$ cat src/rtl/irq_timer.sv
`default_nettype none
// ============================================================================
//  Module   : irq_timer
//  Purpose  : Memory-mapped down-counting timer that raises a level interrupt
//             when its count expires. It supports one-shot and (optionally)
//             auto-reload operation.
//
//  Register window (16 bytes at ADDR_BASE, decoded on addr[3:2]):
//    0 CTRL   RW  [0] EN, [2:1] MODE (00 one-shot, 01 auto-reload), [3] IM
//    1 PRESET RW  reload value
//    2 COUNT  RO  current count
//    3 --         reads 0, writes ignored
//
//  Ports:
//    clk    - system clock, rising-edge active
//    reset  - asynchronous, active-high reset
//    addr   - CPU byte address
//    we     - write strobe
//    wdata  - write data
//    rdata  - combinational read data for addr
//    irq    - registered interrupt request (pending AND IM)
//
//  Configuration macro:
//    IRQ_TIMER_RELOAD_EN - when defined, MODE=01 selects auto-reload;
//                          when undefined, MODE reads 0 and every count is
//                          one-shot.
//
//  Revision : 1.0 - initial release
// ============================================================================
module irq_timer #(
  parameter logic [31:0] ADDR_BASE = 32'h0000_7F00
) (
  input  logic        clk,
  input  logic        reset,
  input  logic [31:0] addr,
  input  logic        we,
  input  logic [31:0] wdata,
  output logic [31:0] rdata,
  output logic        irq
);

  localparam logic [1:0] ST_IDLE = 2'd0;
  localparam logic [1:0] ST_LOAD = 2'd1;
  localparam logic [1:0] ST_CNT  = 2'd2;
  localparam logic [1:0] ST_INT  = 2'd3;

  logic [1:0]  state_q, state_nxt;
  logic [3:0]  ctrl_q, ctrl_nxt, ctrl_eff, ctrl_wr_val;
  logic [31:0] preset_q;
  logic [31:0] count_q, count_nxt;
  logic        pending_q, pending_nxt;

  logic        hit;
  logic [1:0]  offset;
  logic        wr_ctrl, wr_preset;
  logic        en, reload, enter_int;

  // Byte-lane bits carry no meaning for word registers.
  logic        unused_addr_bits;
  assign unused_addr_bits = ^addr[1:0];

  assign hit       = (addr[31:4] == ADDR_BASE[31:4]);
  assign offset    = addr[3:2];
  assign wr_ctrl   = we && hit && (offset == 2'd0);
  assign wr_preset = we && hit && (offset == 2'd1);

`ifdef IRQ_TIMER_RELOAD_EN
  assign ctrl_wr_val = wdata[3:0];
`else
  // Without auto-reload support the MODE field is stored as zero and reads back as zero.
  assign ctrl_wr_val = {wdata[3], 2'b00, wdata[0]};
`endif

  // The FSM acts on the CTRL value being written at this edge, so a write
  // that sets or clears EN takes effect without an extra cycle of delay.
  assign ctrl_eff = wr_ctrl ? ctrl_wr_val : ctrl_q;
  assign en       = ctrl_eff[0];

`ifdef IRQ_TIMER_RELOAD_EN
  assign reload = (ctrl_eff[2:1] == 2'b01);
`else
  assign reload = 1'b0;
`endif

  always_comb begin
    state_nxt   = state_q;
    count_nxt   = count_q;
    ctrl_nxt    = ctrl_eff;
    enter_int   = 1'b0;
    pending_nxt = pending_q;

    case (state_q)
      ST_IDLE: begin
        if (en) state_nxt = ST_LOAD;
      end
      ST_LOAD: begin
        count_nxt = preset_q;
        state_nxt = ST_CNT;
      end
      ST_CNT: begin
        if (!en) begin
          state_nxt = ST_IDLE;
        end else if (count_q > 32'd1) begin
          count_nxt = count_q - 32'd1;
        end else begin
          // Covers both COUNT==1 and a zero PRESET; never wraps below zero.
          count_nxt = 32'd0;
          state_nxt = ST_INT;
          enter_int = 1'b1;
        end
      end
      default: begin // ST_INT
        if (reload) begin
          state_nxt = ST_LOAD;
        end else begin
          state_nxt = ST_IDLE;
          // A simultaneous software CTRL write wins over the automatic clear.
          if (!wr_ctrl) ctrl_nxt[0] = 1'b0;
        end
      end
    endcase

    if (wr_ctrl || wr_preset) pending_nxt = 1'b0;
    if ((state_q == ST_INT) && reload) pending_nxt = 1'b0;
    if (enter_int) pending_nxt = 1'b1;
  end

  always_ff @(posedge clk or posedge reset) begin
    if (reset) begin
      state_q   <= ST_IDLE;
      ctrl_q    <= 4'd0;
      preset_q  <= 32'd0;
      count_q   <= 32'd0;
      pending_q <= 1'b0;
      irq       <= 1'b0;
    end else begin
      state_q   <= state_nxt;
      ctrl_q    <= ctrl_nxt;
      count_q   <= count_nxt;
      pending_q <= pending_nxt;
      irq       <= pending_nxt & ctrl_nxt[3];
      if (wr_preset) preset_q <= wdata;
    end
  end

  always_comb begin
    rdata = 32'd0;
    if (hit) begin
      case (offset)
        2'd0:    rdata = {28'd0, ctrl_q};
        2'd1:    rdata = preset_q;
        2'd2:    rdata = count_q;
        default: rdata = 32'd0;
      endcase
    end
  end

endmodule
`default_nettype wire

$ cat config.mk
export PLATFORM = sky130hd
export DESIGN_NAME = irq_timer
export DESIGN_NICKNAME = d
export VERILOG_FILES = /design/src/rtl/irq_timer.sv
export SDC_FILE = /design/constraint.sdc
export NUM_CORES = 1
export LEC_CHECK = 0
export ABC_AREA = 1
export BUFFER_PORTS_ARGS = -buffer_cell sky130_fd_sc_hd__buf_2
export CORE_MARGIN = 2
export CORE_UTILIZATION = 44
export CTS_CLUSTER_DIAMETER = 50
export DETAILED_ROUTE_END_ITERATION = 7
export PLACE_DENSITY = 0.66
export SLEW_MARGIN = 40
export SYNTH_ARGS = -nofsm -noshare
export SYNTH_HDL_FRONTEND = slang
export SYNTH_SLANG_ARGS = --single-unit
$ cat constraint.sdc
create_clock -name clk -period 4.9 [get_ports clk]
set_input_delay 0.735 -clock clk [delete_from_list [all_inputs] [get_ports clk]]
set_output_delay 0.735 -clock clk [all_outputs]
set_load 0.1 [all_outputs]
==> results of run 1 <==
[routing by layer]
layer,GRT usage (%),share of wire [%]
met5,0,0
met4,7.875,1.3
met3,3.195,5.9
met2,36.30,46
met1,28.91,46
[report_power, final]
group	switching, mW	internal (mW)
clock network	0.214	0.209
logic	0.0338	0.0225
registers	0.00000000816	0.577
total	0.247	0.809
[cell usage in the layout, fill, tap and decap left out, types with 12 or more instances in the layout]
master and n:
inv_1 37, o21ai_0 14, nor2_1 68, nand2_1 237, dfrtp_1 70, mux2_4 27
nor2_2 12, a21oi_1 34, o21ai_1 12, nand3_1 53, buf_2 97
[state kept, by name, indices dropped and copies added (netlist names)]
name,count
count_q,32
irq,1
pending_q,1
state_q,2
ctrl_q,2
preset_q,32
[worst max-delay path: stages]
cell	delay, ns
buf_2	0.12
nor2_2	0.63
buf_4	0.39
inv_1	0.09
nor2_1	0.10
a221oi_1	0.05
nor2_1	0.13
buf_2	0.44
[worst min-delay path by stage]
stage | startpoint | to | slack [ns] | depth (start not counted)
global route | state_q[1] | ctrl_q[0] | 0.49 | 1
global placement | state_q[1] | ctrl_q[0] | 0.43 | 1
finish | state_q[1] | ctrl_q[0] | 0.45 | 1
floorplan | state_q[1] | ctrl_q[0] | 0.42 | 1
detailed placement | state_q[1] | ctrl_q[0] | 0.44 | 1
CTS | state_q[1] | ctrl_q[0] | 0.45 | 1
[logic make-up (layout without fill, tap and decap cells)]
kind of cell	Yosys count	count (layout)	share of synthesized area, %
AO/OA/AOI/OAI	67	67	7.485
flip-flops	70	70	36.64
buffers and inverters	67	156	6.595
XOR/XNOR	17	17	3.114
multiplexers	31	31	9.422
adder cells (fa/ha/maj)	2	2	0.5233
AND/OR/NAND/NOR	397	397	36.22
[final cells by class]
cell class	instances	area (um^2)	share of cell area, %
multi-input cells	514	2716	49.63
clock inverters	1	5.005	0.09145
flip-flops and latches	70	1752	32.01
well taps	140	175.2	3.201
inverters	41	153.9	2.812
clock buffers	14	162.7	2.972
repair buffers	100	508.0	9.282
[per-stage QoR]
step	worst slack [ns]	total power, mW	hold slack [ns]	area, um^2
floorplan	1.173	0.6108	0.4245	4781
global placement	1.468	0.6446	0.4327	5305
detailed placement	1.463	0.6465	0.4387	5305
CTS	1.463	1.071	0.4455	5473
global route	1.316	1.098	0.4860	5473
finish	1.475	1.056	0.4451	5473
==> qor.yml, run 1 <==
sta:
  finalCritPeriodShare_pct: 69.90
  relSlewSlack_pct: 46.31
  drv_slew: 0
  clock_skew_ns: 0.008688
  tns_ns: 0
  setup_viol: 0
  layout_min_cycle_time_ns: 3.425
  tightestPinTransition_ns: 0.8045
  fmaxAchievable_ghz: 0.2920
  grt_setup_unrepaired: "no"
  hold_viol: 0
clock_tree:
  cts_made_buffers: 9
  cts_buffer_depth: 2
  cts_sinks: 70
  clk_pin_slew_ns: 0.06
  htree_num_levels: 3
  cts.repair.resized: 0
  root_buffer: "clkbuf_8"
  hold_buffers: 0
  tritoncts: "yes"
  clkLatencyLatePin_ns: 0.36
  post-cts-setup-buffers: 0
layout:
  area_delta_synth_final_pct: 14.47
  nFillCells: 1054
  layout.nets: 805
  drive_gt1_share_pct: 24.05
  layout.cells.non_filler: 880
  fin_util_pct: 51.16
  antenna_cells: 0
synth:
  synth_top_area_share_pct: 36.64
  syn-num-nets: 720
  synthFlopType: "dfrtp_1"
  synthCells: 651
  synth_area_um2: 4781
  ys_async_sr_fraction_pct: 100.0
  synth_cell_type_count: 34
  post-synth-top-count-cell: "nand2_1"
  ys_warn_count: 0
  synth_common_cells: "nand2_1, dfrtp_1, nor2_1"
  syn_area_per_cell_um2: 7.344
  ys_seq_area_share_pct: 36.64
  synth.largest_area_cell: "dfrtp_1"
  netlist_top_cells_area: "dfrtp_1, nand2_1, mux2_4, nand3_1, nor2_1"
  ys_ff_latch: 70
  synth_edf_count: 0
min_path:
  hold_class: "reg -> reg"
place:
  gp_congestion: 0.8540
  dpl.cell_count: 865
  io_buffer_count: 97
  dp_hpwl_mm: 8.597
flow_run:
  max_cap_violations: 0
route:
  route.vias.total: 4465
  wl_mm: 12.36
  postRouteAntennaNets: 0
  drtPass1Iterations: 6
  drtIter0Drc: 222
  vias_per_cell: 5.074
  drc: 0
  drt-wirelength-per-cell_um: 14.04
critical_path:
  startpoint: "addr[3]"
  cp-end-kind: "output port"
  path_class: "in -> out"
  ff2ff_setup_slack_ns: 2.73
  rr_endpoint: "count_q[30]"
  crit_end: "rdata[3]"
  cp.required_ns: 4.16
  crit_arrival_ns: 2.69
  r2r_start: "count_q[0]"
  path_max_fanout: 18
  r2r_cells: 9
  startpoint_type: "input pin"
global_route:
  antenna_found_initial: 0
  grt_max_degree: 39
  overflow: 0
  grt_use_total_pct: 21.81
  grt_pass1_vias: 4327
  grt_first_pass_wirelength_mm: 20.34
power_and_ir_drop:
  leakage_nw: 3.070
  power_density_nw_per_um2: 193.0
  ir_drop_uv: 88.75
floorplanning:
  core_um2: 10700
  initial_utilization_pct: 44.69
  die_x_um: 108.2
  dieArea_um2: 11710
  io_pins: 100
  die_y_um: 108.2
  num_rows: 38
run_status:
  status: "finished clean"
No activity file was read; power rests on OpenSTA's default activity.
==> inputs of run 2 (changes only) <==
Clock period 4.9 ns to 3.28 ns, I/O delays scaled along.
==> qor.yml, run 2 (synthesis results as in run 1) <==
floorplanning:
  core_um2: 10700  # unchanged
  die_x_um: 108.2  # unchanged
  die_y_um: 108.2  # unchanged
  initial_utilization_pct: 44.69  # unchanged
  io_pins: 100  # unchanged
  dieArea_um2: 11710  # unchanged
  num_rows: 38  # unchanged
sta:
  holdWs_ns: 0.3175  # was 0.4451 ns
  drv_slew: 0  # unchanged
  layout_min_cycle_time_ns: 2.564
  tns_ns: 0  # unchanged
  clock_skew_ns: 0.006918  # was 0.008688 ns
  tightestPinTransition_ns: 0.6583  # was 0.8045 ns
  grt_setup_unrepaired: "no"  # unchanged
  finalCritPeriodShare_pct: 78.16
  fmaxAchievable_ghz: 0.3901
  fin_ws_ns: 0.7163  # was 1.475 ns
  relSlewSlack_pct: 56.12  # was 46.31%
  setup_viol: 0  # unchanged
  hold_viol: 0  # unchanged
place:
  dp_hpwl_mm: 8.411  # was 8.597 mm
  io_buffer_count: 97  # unchanged
  placed_cell_area_um2: 5331  # was 5305 um^2
  gp_congestion: 0.8861  # was 0.8540
  dpl.cell_count: 868  # was 865
  dp_slack_ns: 0.7310  # was 1.463 ns
route:
  drtPass1Iterations: 4  # was 6
  wl_mm: 12.15  # was 12.36 mm
  postRouteAntennaNets: 0  # unchanged
  drt-wirelength-per-cell_um: 13.79  # was 14.04 um
  vias_per_cell: 5.069  # was 5.074
  drc: 0  # unchanged
  drtIter0Drc: 195  # was 222
  route.vias.total: 4466  # was 4465
power_and_ir_drop:
  fin_total_pwr_mw: 1.559  # was 1.056 mW
  p_switching_uw: 360.4  # was 247.3 uW
  p_int_mw: 1.198  # was 808.7 uW
  power.share.switching_pct: 23.12  # was 23.42%
  ir_drop_uv: 159.3  # was 88.75 uV
  power_density_nw_per_um2: 283.8  # was 193.0 nW/um^2
  leakage_nw: 3.086  # was 3.070 nW
  p_clk_share_pct: 39.3  # was 40.0%
  pwr-share-comb_pct: 5.4  # was 5.3%
  seq_power_share_pct: 55.3  # was 54.7%
run_status:
  status: "finished clean"  # unchanged
layout:
  final_common_cell: "nand2_1"  # unchanged
  regArea_um2: 1752  # unchanged
  multi_input_area_um2: 2716  # unchanged
  final_cell_mix: "nand2_1, buf_2, dfrtp_1, nor2_1, nand3_1"  # unchanged
  antenna_cells: 0  # unchanged
  area_delta_synth_final_pct: 14.89  # was 14.47%
  largestRegisters: "count_q (32), preset_q (32)"  # unchanged
  stdcell_area_um2: 5493  # was 5473 um^2
  nFillCells: 1111  # was 1054
  layout.cells.non_filler: 881  # was 880
  drive_gt1_share_pct: 24.29  # was 24.05%
  layout.nets: 808  # was 805
  fin_util_pct: 51.35  # was 51.16%
global_route:
  grt_use_total_pct: 21.35  # was 21.81%
  overflow: 0  # unchanged
  antenna_found_initial: 0  # unchanged
  grt_first_pass_wirelength_mm: 20.22  # was 20.34 mm
  grt_max_degree: 71  # was 39
  grt_pass1_vias: 4448  # was 4327
flow_run:
  max_cap_violations: 0  # unchanged
clock_tree:
  htree_num_levels: 3  # unchanged
  cts_sinks: 70  # unchanged
  root_buffer: "clkbuf_8"  # unchanged
  clk_pin_slew_ns: 0.07  # was 0.06 ns
  hold_buffers: 0  # unchanged
  post-cts-setup-buffers: 0  # unchanged
  cts.repair.resized: 0  # unchanged
  tritoncts: "yes"  # unchanged
  cts_made_buffers: 9  # unchanged
  clkLatencyLatePin_ns: 0.34  # was 0.36 ns
  cts_buffer_depth: 2  # unchanged
critical_path:
  crit_arrival_ns: 2.07  # was 2.69 ns
  startpoint_type: "input pin"  # unchanged
  cp.required_ns: 2.79  # was 4.16 ns
  path_class: "in -> out"  # unchanged
  path_max_fanout: 15  # was 18
  cp-end-kind: "output port"  # unchanged
min_path:
  hold_class: "in -> async"  # was reg -> reg
==> run 2: cell types whose count changed in the layout (fill, tap and decap cells not counted), sizes merged <==
cell	before	now
clkbuf	14	11
buf	100	103
clkinv	1	2
==> run 2: critical path, cell delays in order <==
cell     delay (ns)
buf_2          0.10
nor2_1         0.10
nand2_1        0.08
nor2_1         0.12
nand2_1        0.10
nor2_4         0.18
inv_1          0.07
buf_4          0.19
a21oi_1        0.18
buf_2          0.46
==> run 2: path summary, 6_finish.rpt <==
path                            start  cells past startpoint            to  slack, ns
max                          addr[19]                     10      rdata[6]       0.72
min                             reset                      3     ctrl_q[3]       0.32
max reg2reg                count_q[0]                      9   count_q[24]       1.14
min reg2reg                state_q[1]                      1     ctrl_q[0]       0.44
max in group asynchronous       reset                      3   count_q[22]       2.51
min in group clk            wdata[26]                      2  preset_q[26]       0.38
==> run 2: final cells by class <==
cell class	instances	area share, %
Timing Repair Buffer	103	9.727
Tap cell	140	3.189
Sequential cell	70	31.89
Clock buffer	11	2.756
Multi-Input combinational cell	514	49.45
Inverter	41	2.802
Clock inverter	2	0.1822
==> run 2: per-layer routing <==
layer / up-vias / track usage (%) / routed length, um
met5: - / 0 / 0
met4: 0 / 6.319 / 153
met3: 16 / 3.255 / 616
met2: 122 / 37.02 / 5746
met1: 2071 / 27.55 / 5628
li1: 2257 / - / -
==> run 2: power groups by stage <==
stage	combinational (mW)	clock [mW]	sequential (mW)
after floorplan	0.0331	0	0.879
after global placement	0.0835	0	0.879
after detailed placement	0.0859	0	0.879
after CTS	0.0862	0.630	0.863
after global routing	0.0960	0.655	0.862
final	0.0838	0.612	0.863
==> inputs of run 3 (changes only) <==
Settings changed: PLACE_DENSITY 0.66 to 0.69.
Clock period 3.28 ns to 2.3 ns, I/O delays scaled along.
==> qor.yml, run 3 (synthesis results as in run 1) <==
critical_path:
  cp.required_ns: 1.96  # was 2.79 ns
  r2r_cells: 11  # was 9
  startpoint_type: "input pin"  # unchanged
  cp-end-kind: "output port"  # unchanged
  path_max_fanout: 14  # was 15
  path_class: "in -> out"  # unchanged
  ff2ff_setup_slack_ns: 0.29  # was 1.14 ns
  rr_endpoint: "count_q[26]"  # was count_q[24]
  crit_arrival_ns: 1.76  # was 2.07 ns
  path_cells: "buf_2 -> nor2_1 -> nand2_1 -> nor2_1 -> nand2_1 -> nor2_4 -> inv_2 -> buf_4 -> a21oi_2 -> buf_12"  # was buf_2 -> nor2_1 -> nand2_1 -> nor2_1 -> nand2_1 -> nor2_4 -> inv_1 -> buf_4 -> a21oi_1 -> buf_2
  cp_slowest_stage_delay_ns: 0.26  # was 0.46 ns
  crit_slowest_cell: "buf_4"  # was buf_2
  r2r_start: "count_q[0]"  # unchanged
layout:
  layout.cells.non_filler: 894  # was 881
  layout.nets: 818  # was 808
  multi_input_area_um2: 2975  # was 2716 um^2
  drive_gt1_share_pct: 29.05  # was 24.29%
  fin_util_pct: 59.12  # was 51.35%
  final_common_cell: "nand2_1"  # unchanged
  nFillCells: 995  # was 1111
  antenna_cells: 0  # unchanged
  area_delta_synth_final_pct: 32.30  # was 14.89%
  largestRegisters: "count_q (32), preset_q (32)"  # unchanged
  final_cell_mix: "nand2_1, dfrtp_1, nor2_1, buf_2, nand3_1"  # was nand2_1, buf_2, dfrtp_1, nor2_1, nand3_1
  regArea_um2: 1752  # unchanged
sta:
  tightestPinTransition_ns: 0.4836  # was 0.6583 ns
  grt_setup_unrepaired: "no"  # unchanged
  clock_skew_ns: 0.01156  # was 0.006918 ns
  fmaxAchievable_ghz: 0.4750
  hold_viol: 0  # unchanged
  setup_viol: 0  # unchanged
  fin_ws_ns: 0.1945  # was 0.7163 ns
  relSlewSlack_pct: 67.98  # was 56.12%
  holdWs_ns: 0.1977  # was 0.3175 ns
  layout_min_cycle_time_ns: 2.105
  finalCritPeriodShare_pct: 91.54
  drv_slew: 0  # unchanged
power_and_ir_drop:
  power_density_nw_per_um2: 355.6  # was 283.8 nW/um^2
  ir_drop_uv: 251.4  # was 159.3 uV
  leakage_nw: 3.216  # was 3.086 nW
floorplanning:
  initial_utilization_pct: 44.69  # unchanged
  dieArea_um2: 11710  # unchanged
  io_pins: 100  # unchanged
  die_y_um: 108.2  # unchanged
  num_rows: 38  # unchanged
  die_x_um: 108.2  # unchanged
  core_um2: 10700  # unchanged
route:
  postRouteAntennaNets: 0  # unchanged
  vias_per_cell: 5.083  # was 5.069
  route.vias.total: 4544  # was 4466
  wl_mm: 12.57  # was 12.15 mm
  drtIter0Drc: 209  # was 195
  drtPass1Iterations: 5  # was 4
  drt-wirelength-per-cell_um: 14.06  # was 13.79 um
  drc: 0  # unchanged
clock_tree:
  cts.repair.resized: 0  # unchanged
  cts_made_buffers: 9  # unchanged
  clk_pin_slew_ns: 0.08  # was 0.07 ns
  htree_num_levels: 3  # unchanged
  cts_sinks: 70  # unchanged
  root_buffer: "clkbuf_8"  # unchanged
  cts_buffer_depth: 2  # unchanged
  tritoncts: "yes"  # unchanged
  clkLatencyLatePin_ns: 0.37  # was 0.34 ns
flow_run:
  max_cap_violations: 0  # unchanged
run_status:
  status: "finished clean"  # unchanged
min_path:
  hold_class: "in -> reg"  # was in -> async
  min_to: "preset_q[17]"
  holdPathStages: 2
  hp-start: "wdata[17]"
place:
  dp_hpwl_mm: 9.470  # was 8.411 mm
  dpl.cell_count: 877  # was 868
  gp_congestion: 0.9214  # was 0.8861
  io_buffer_count: 97  # unchanged
  dp_slack_ns: 0.1933  # was 0.7310 ns
global_route:
  grt_use_total_pct: 23.00  # was 21.35%
  grt_first_pass_wirelength_mm: 21.29  # was 20.22 mm
  grt_max_degree: 34  # was 71
  overflow: 0  # unchanged
  grt_pass1_vias: 4463  # was 4448
  antenna_found_initial: 0  # unchanged
==> run 3: cell types whose count changed in the layout (fill, tap and decap cells not counted) <==
cell,delta
clkbuf_8,-1
a21oi_4,+20
clkinvlp_4,+1
buf_12,+33
buf_2,-32
buf_4,+9
dlygate4sd3_1,+1
clkbuf_1,+2
a21oi_2,+9
a21oi_1,-29
clkinv_2,+1
buf_6,-1
==> run 3: where the power goes <==
part	leakage, nW	internal [mW]	switching (mW)
Clock	0.0861	0.416	0.474
Combinational	2.15	0.0571	0.0725
Sequential	0.979	1.23	0.0000000183
Total	3.22	1.70	0.547
==> run 3: final cells by class <==
type	instances	share of cell area (%)
flip-flops and latches	70	27.70
well taps	140	2.770
multi-input cells	514	47.04
clock buffers	12	2.295
clock inverters	4	0.3561
repair buffers	113	17.41
inverters	41	2.433
==> run 3: through the flow <==
| stage | TNS (ns) | power, mW | area (um^2) |
|---|---|---|---|
| finish | 0 | 2.249 | 6325 |
| global route | 0 | 2.354 | 6325 |
| CTS | 0 | 2.278 | 6325 |
| detailed placement | 0 | 1.385 | 6147 |
| global placement | 0 | 1.379 | 6147 |
| floorplan | -2.648 | 1.301 | 5042 |
==> run 3: per-layer routing <==
metal,GRT usage [%],wire length [um]
met1,29.93,5545
met2,38.72,6203
met3,3.978,618
met4,7.875,203
met5,0,0
==> run 3: worst max-delay path by stage <==
stage	start	endpoint	slack [ns]	cells past startpoint
2_1_floorplan	addr[2]	rdata[31]	-0.56	5
5_1_grt	addr[19]	rdata[1]	0.05	10
3_5_place_dp	addr[19]	rdata[1]	0.19	10
4_1_cts	addr[19]	rdata[1]	0.19	10
6_report	addr[19]	rdata[1]	0.19	10
3_3_place_gp	addr[19]	rdata[1]	0.22	10
==> run 3: worst max-delay path, delay by kind of cell <==
kind	cells	cell delay, ns
buffers and inverters	4	0.65
AO/OA/AOI/OAI	1	0.21
AND/OR/NAND/NOR	5	0.54
==> run 3: repair_timing <==
action	CTS	global route
setup buffers	0	0
hold endpoints to repair	7	0
hold buffers	1	0
